--- config.mk ---
export PLATFORM = sky130hd
export DESIGN_NAME = counter_access_arbiter
export DESIGN_NICKNAME = d
export VERILOG_FILES = /design/src/rtl/counter_access_arbiter.sv
export SDC_FILE = /design/constraint.sdc
export NUM_CORES = 1
export LEC_CHECK = 0
export CAP_MARGIN = 15
export CORE_MARGIN = 2
export CORE_UTILIZATION = 24
export CTS_CLUSTER_SIZE = 30
export DETAILED_ROUTE_END_ITERATION = 8
export GPL_ROUTABILITY_DRIVEN = 1
export PLACE_DENSITY_LB_ADDON = 0.08
export SYNTH_ARGS = -nofsm -noshare
export SYNTH_HDL_FRONTEND = slang
export SYNTH_SLANG_ARGS = --single-unit
--- constraint.sdc ---
create_clock -name Clk -period 4.1 [get_ports Clk]
set_clock_uncertainty 0.2 [all_clocks]
set_input_delay 0.41 -clock Clk [delete_from_list [all_inputs] [get_ports Clk]]
set_output_delay 0.41 -clock Clk [all_outputs]
set_load 0.02 [all_outputs]
--- src/rtl/counter_access_arbiter.sv ---
// counter_access_arbiter: round-robin access arbiter in front of the shared 8-bit counter block.
// Every transaction takes three cycles (IDLE -> ACCESS -> RESP). In ACCESS the arbiter drives the
// counter's WriteEn/ValIn/Offset, and in RESP it returns the read or written value to the winner.
// Optional feature macro: CTR_ARB_PRIO0_EN (requester 0 takes absolute priority in arbitration).
module counter_access_arbiter #(
    parameter int unsigned NUM_REQ = 4,
    parameter int unsigned DATA_W  = 8
) (
    input  logic                      Clk,
    input  logic                      Reset,
    input  logic [NUM_REQ-1:0]        Req,
    input  logic [NUM_REQ-1:0]        ReqWrite,
    input  logic [NUM_REQ*DATA_W-1:0] ReqData,
    input  logic [NUM_REQ*2-1:0]      ReqOffset,
    output logic [NUM_REQ-1:0]        Gnt,
    output logic [NUM_REQ-1:0]        Done,
    output logic [DATA_W-1:0]         RspData,
    output logic                      Busy,
    output logic                      CtrWriteEn,
    output logic [DATA_W-1:0]         CtrValIn,
    output logic [1:0]                CtrOffset,
    input  logic [DATA_W-1:0]         CtrValOut
);

    localparam int unsigned PTR_W = (NUM_REQ > 1) ? $clog2(NUM_REQ) : 1;

    typedef enum logic [1:0] {
        ST_IDLE   = 2'd0,
        ST_ACCESS = 2'd1,
        ST_RESP   = 2'd2
    } state_t;

    state_t              state;
    logic [PTR_W-1:0]    ptr;
    logic [PTR_W-1:0]    win;
    logic                wr_q;
    logic [DATA_W-1:0]   data_q;

    logic                sel_found;
    logic [PTR_W-1:0]    sel_idx;
    logic                sel_write;
    logic [DATA_W-1:0]   sel_data;
    logic [1:0]          sel_off;
    logic [NUM_REQ-1:0]  sel_onehot;
    int unsigned         cand;

    // Winner select: first active request at or after the round-robin pointer, modulo NUM_REQ.
    always_comb begin
        sel_found = 1'b0;
        sel_idx   = '0;
        cand      = 0;
        for (int unsigned k = 0; k < NUM_REQ; k++) begin
            cand = (32'(ptr) + k) % NUM_REQ;
            if (!sel_found && Req[PTR_W'(cand)]) begin
                sel_found = 1'b1;
                sel_idx   = PTR_W'(cand);
            end
        end
`ifdef CTR_ARB_PRIO0_EN
        if (Req[0]) begin
            sel_found = 1'b1;
            sel_idx   = '0;
        end
`endif
        sel_write  = ReqWrite[sel_idx];
        sel_data   = ReqData[32'(sel_idx) * DATA_W +: DATA_W];
        sel_off    = ReqOffset[32'(sel_idx) * 2 +: 2];
        sel_onehot = NUM_REQ'(1) << sel_idx;
    end

    // Transaction FSM with registered grant, response and counter-port outputs.
    always_ff @(posedge Clk) begin
        if (!Reset) begin
            state      <= ST_IDLE;
            ptr        <= '0;
            win        <= '0;
            wr_q       <= 1'b0;
            data_q     <= '0;
            Gnt        <= '0;
            Done       <= '0;
            RspData    <= '0;
            Busy       <= 1'b0;
            CtrWriteEn <= 1'b0;
            CtrValIn   <= '0;
            CtrOffset  <= 2'b00;
        end else begin
            case (state)
                ST_IDLE: begin
                    if (sel_found) begin
                        state      <= ST_ACCESS;
                        win        <= sel_idx;
                        wr_q       <= sel_write;
                        data_q     <= sel_data;
                        Gnt        <= sel_onehot;
                        Busy       <= 1'b1;
                        CtrWriteEn <= sel_write;
                        CtrValIn   <= sel_write ? sel_data : '0;
                        CtrOffset  <= sel_write ? 2'b00 : sel_off;
                    end
                end
                ST_ACCESS: begin
                    state      <= ST_RESP;
                    Done       <= Gnt;
                    RspData    <= wr_q ? data_q : CtrValOut;
                    CtrWriteEn <= 1'b0;
                    CtrValIn   <= '0;
                    CtrOffset  <= 2'b00;
                end
                ST_RESP: begin
                    state <= ST_IDLE;
                    Done  <= '0;
                    Gnt   <= '0;
                    Busy  <= 1'b0;
                    ptr   <= (win == PTR_W'(NUM_REQ - 1)) ? '0 : win + PTR_W'(1);
                end
                default: begin
                    state <= ST_IDLE;
                end
            endcase
        end
    end

endmodule

==> flow_summary_export.csv <==
group,metric,value,unit
critical_path,arrival,2.69,ns
grt,grt_start_max_net_pins,27,
pwr,p_leak,1.31,nW
worst_hold_path,hold_class,"flop to flop",
detailed_routing,drt_first_iter_violations,89,
grt,grt_overflow,0,
detailed_routing,drt-wirelength-per-cell,15.1,µm
cells_and_area,nets,445,
detailed_routing,post-route-drc-count,0,
cells_and_area,drive_above_1_share,0.0653,
sta,max_slew.worst_pin.slew,0.706,ns
synthesis,syn_inst,307,
placed_design,portBuffers,85,
sta,fin_crit_sh,0.650,
cells_and_area,fin_util,0.346,
synthesis,ys_seq_area_frac,0.344,
clock_tree,htree_levels,2,
critical_path,cp_data_required_time,4.13,ns
synthesis,syn_area,2500,µm²
clock_tree,holdBufCountCts,0,
cells_and_area,layout_common_cells,"clkdlybuf4s50_1, nand3_1, dfxtp_1",
worst_hold_path,hp-start,"data_q[5]$_SDFFE_PN0P_",
sta,fmax,375,MHz
clock_tree,cts_root_buffer,"clkbuf_8",
synthesis,yosysWarningCount,0,
critical_path,ff2ff_path_depth,9,
critical_path,setup.worst_path.start_class,"primary input",
sta,setup_viol,0,
critical_path,r2r_start,"state[0]$_SDFFE_PN0P_",
grt,grt_use_total,0.142,
synthesis,syn_nets,370,
synthesis,synth_top_area_cell,"dfxtp_1",
synthesis,ys_ff_latch,43,
clock_tree,clk_latency,0.30,ns
grt,grt_pass1_wl,12500,µm
floorplan,die_area,11200,µm²
clock_tree,cts.sinks,43,
detailed_routing,antenna_left,0,
sta,drv_slew,0,
clock_tree,cts_resized,0,
sta,slew_headroom,0.529,
critical_path,cp_max_fo,20,
synthesis,synth_flop_cell,"dfxtp_1",
cells_and_area,antenna_cells,0,
floorplan,fp.dieW,106,µm
synthesis,synthDistinctLibCells,47,
detailed_routing,vias_per_cell,4.70,
pwr,powerDensity,321,nW/µm²
critical_path,cp-end-kind,"flop",
synthesis,synth_area_leaders,"dfxtp_1, nand3_1, nand2_1",
clock_tree,cts_tree,"yes",
sta,hold_viol_final,0,
cells_and_area,mostFrequentLayoutCell,"clkdlybuf4s50_1",
sta,rsz0062_at_grt,"no",
grt,antenna_found_initial,0,
status,outcome,"finished clean",
cells_and_area,area_growth,41.6,%
detailed_routing,dr_total_vias,2438,
worst_hold_path,worstHoldEndpoint,"data_q[5]$_SDFFE_PN0P_",
clock_tree,max-clock-path-buffers,2,
detailed_routing,first_pass_iters,6,
synthesis,async_reset_ff_frac,0,
placed_design,gp_congestion,0.767,
detailed_routing,drt-total-wl,7860,µm
synthesis,postSynthAreaPerCell,8.14,µm²
sta,fin_setup_tns,0,ns
sta,finalCriticalPeriod,2.66,ns
synthesis,synth_top_area_frac,0.344,
critical_path,r2r_end,"CtrValIn[4]$_SDFFE_PN0P_",
placed_design,post-dp-hpwl,5800,µm
floorplan,io_pins,86,
flow_run,max_cap_viol_count,0,
floorplan,initial_core_util,0.244,
floorplan,core_area,10200,µm²
worst_hold_path,hold_depth,2,
critical_path,worstSetupPathType,"primary input to flop",
critical_path,reg2reg_slack,1.45,ns
clock_tree,post_cts_buffers,0,
clock_tree,clk_pin_slew,0.08,ns
floorplan,rows,37,
synthesis,synth-edff-count,0,
floorplan,die_height,106,µm
grt,grt_pass1_vias,2301,
clock_tree,cts_buffers,5,
pwr,ir_worst_vdd,115,µV
[state kept, by name, indices dropped and copies added (netlist names)]
signal / count
Busy: 1
CtrOffset: 2
CtrValIn: 8
CtrWriteEn: 1
Done: 4
Gnt: 4
RspData: 8
data_q: 8
ptr: 2
state: 2
win: 2
wr_q: 1
[cell type report]
| class | count | area, µm² |
|---|---|---|
| clock inverters | 2 | 12.5 |
| multi-input cells | 237 | 1510 |
| clock buffers | 6 | 72.6 |
| flip-flops and latches | 43 | 861 |
| fillers | 1069 | 6690 |
| well taps | 136 | 170 |
| inverters | 4 | 15.0 |
| repair buffers | 91 | 896 |
[stage by stage]
step / power, mW / hold slack (ns) / instances / cell area, µm² / setup WS (ns)
2_1_floorplan: 0.708 / 0.235 / 307 / 2500 / 2.17
3_3_place_gp: 0.873 / 0.242 / 511 / 3450 / 1.20
3_5_place_dp: 0.874 / 0.251 / 511 / 3450 / 1.17
4_1_cts: 1.15 / 0.263 / 519 / 3540 / 1.45
5_1_grt: 1.20 / 0.273 / 519 / 3540 / 1.20
6_report: 1.14 / 0.259 / 519 / 3540 / 1.44
[critical path, cell delays in order]
cell	delay [ns]
clkdlybuf4s50_1	0.63
nand2b_1	0.19
o211a_1	0.62
o21ai_2	0.15
a21oi_2	0.40
o211ai_1	0.14
a21boi_1	0.15
[Yosys cell counts, types with 3 or more instances]
master / instances
buf_2: 5
ha_1: 5
o211ai_1: 8
inv_1: 3
buf_4: 3
and2_1: 8
clkbuf_1: 13
nand2_1: 42
o211a_1: 9
dfxtp_1: 43
a31oi_1: 3
a21boi_1: 18
o21ai_0: 25
mux2i_1: 11
nor2_1: 4
a21oi_1: 5
nand2b_1: 3
nor2b_1: 15
nand3_1: 46
[layer usage]
metal	GRT usage	routed length [µm]	up-vias
met2	0.206	3260	76
met5	0	0	-
met4	0.0404	85	0
li1	-	-	1247
met3	0.0374	500	7
met1	0.207	4020	1108
[where the power goes]
part | internal [mW] | switching [mW]
registers | 0.457 | 0.0293
logic | 0.178 | 0.197
clock network | 0.119 | 0.156
[kinds of logic (layout without fill, tap and decap cells)]
kind of cell | Yosys count | after routing | share of synthesized area
AND/OR/NAND/NOR | 131 | 131 | 0.270
AO/OA/AOI/OAI | 88 | 88 | 0.257
flip-flops | 43 | 43 | 0.344
buffers and inverters | 27 | 103 | 0.0505
multiplexers | 13 | 13 | 0.0531
adder cells (fa/ha/maj) | 5 | 5 | 0.0250
[how the worst max path moves through the flow]
stage,from,to
finish,Req[1],CtrValIn[4]$_SDFFE_PN0P_
global route,state[0]$_SDFFE_PN0P_,CtrValIn[2]$_SDFFE_PN0P_
CTS,state[0]$_SDFFE_PN0P_,CtrValIn[1]$_SDFFE_PN0P_
detailed placement,Req[1],CtrValIn[1]$_SDFFE_PN0P_
global placement,Req[1],CtrValIn[5]$_SDFFE_PN0P_
floorplan,Req[0],CtrOffset[0]$_SDFFE_PN0P_
Note: power is estimated with default switching activity, not from simulation.
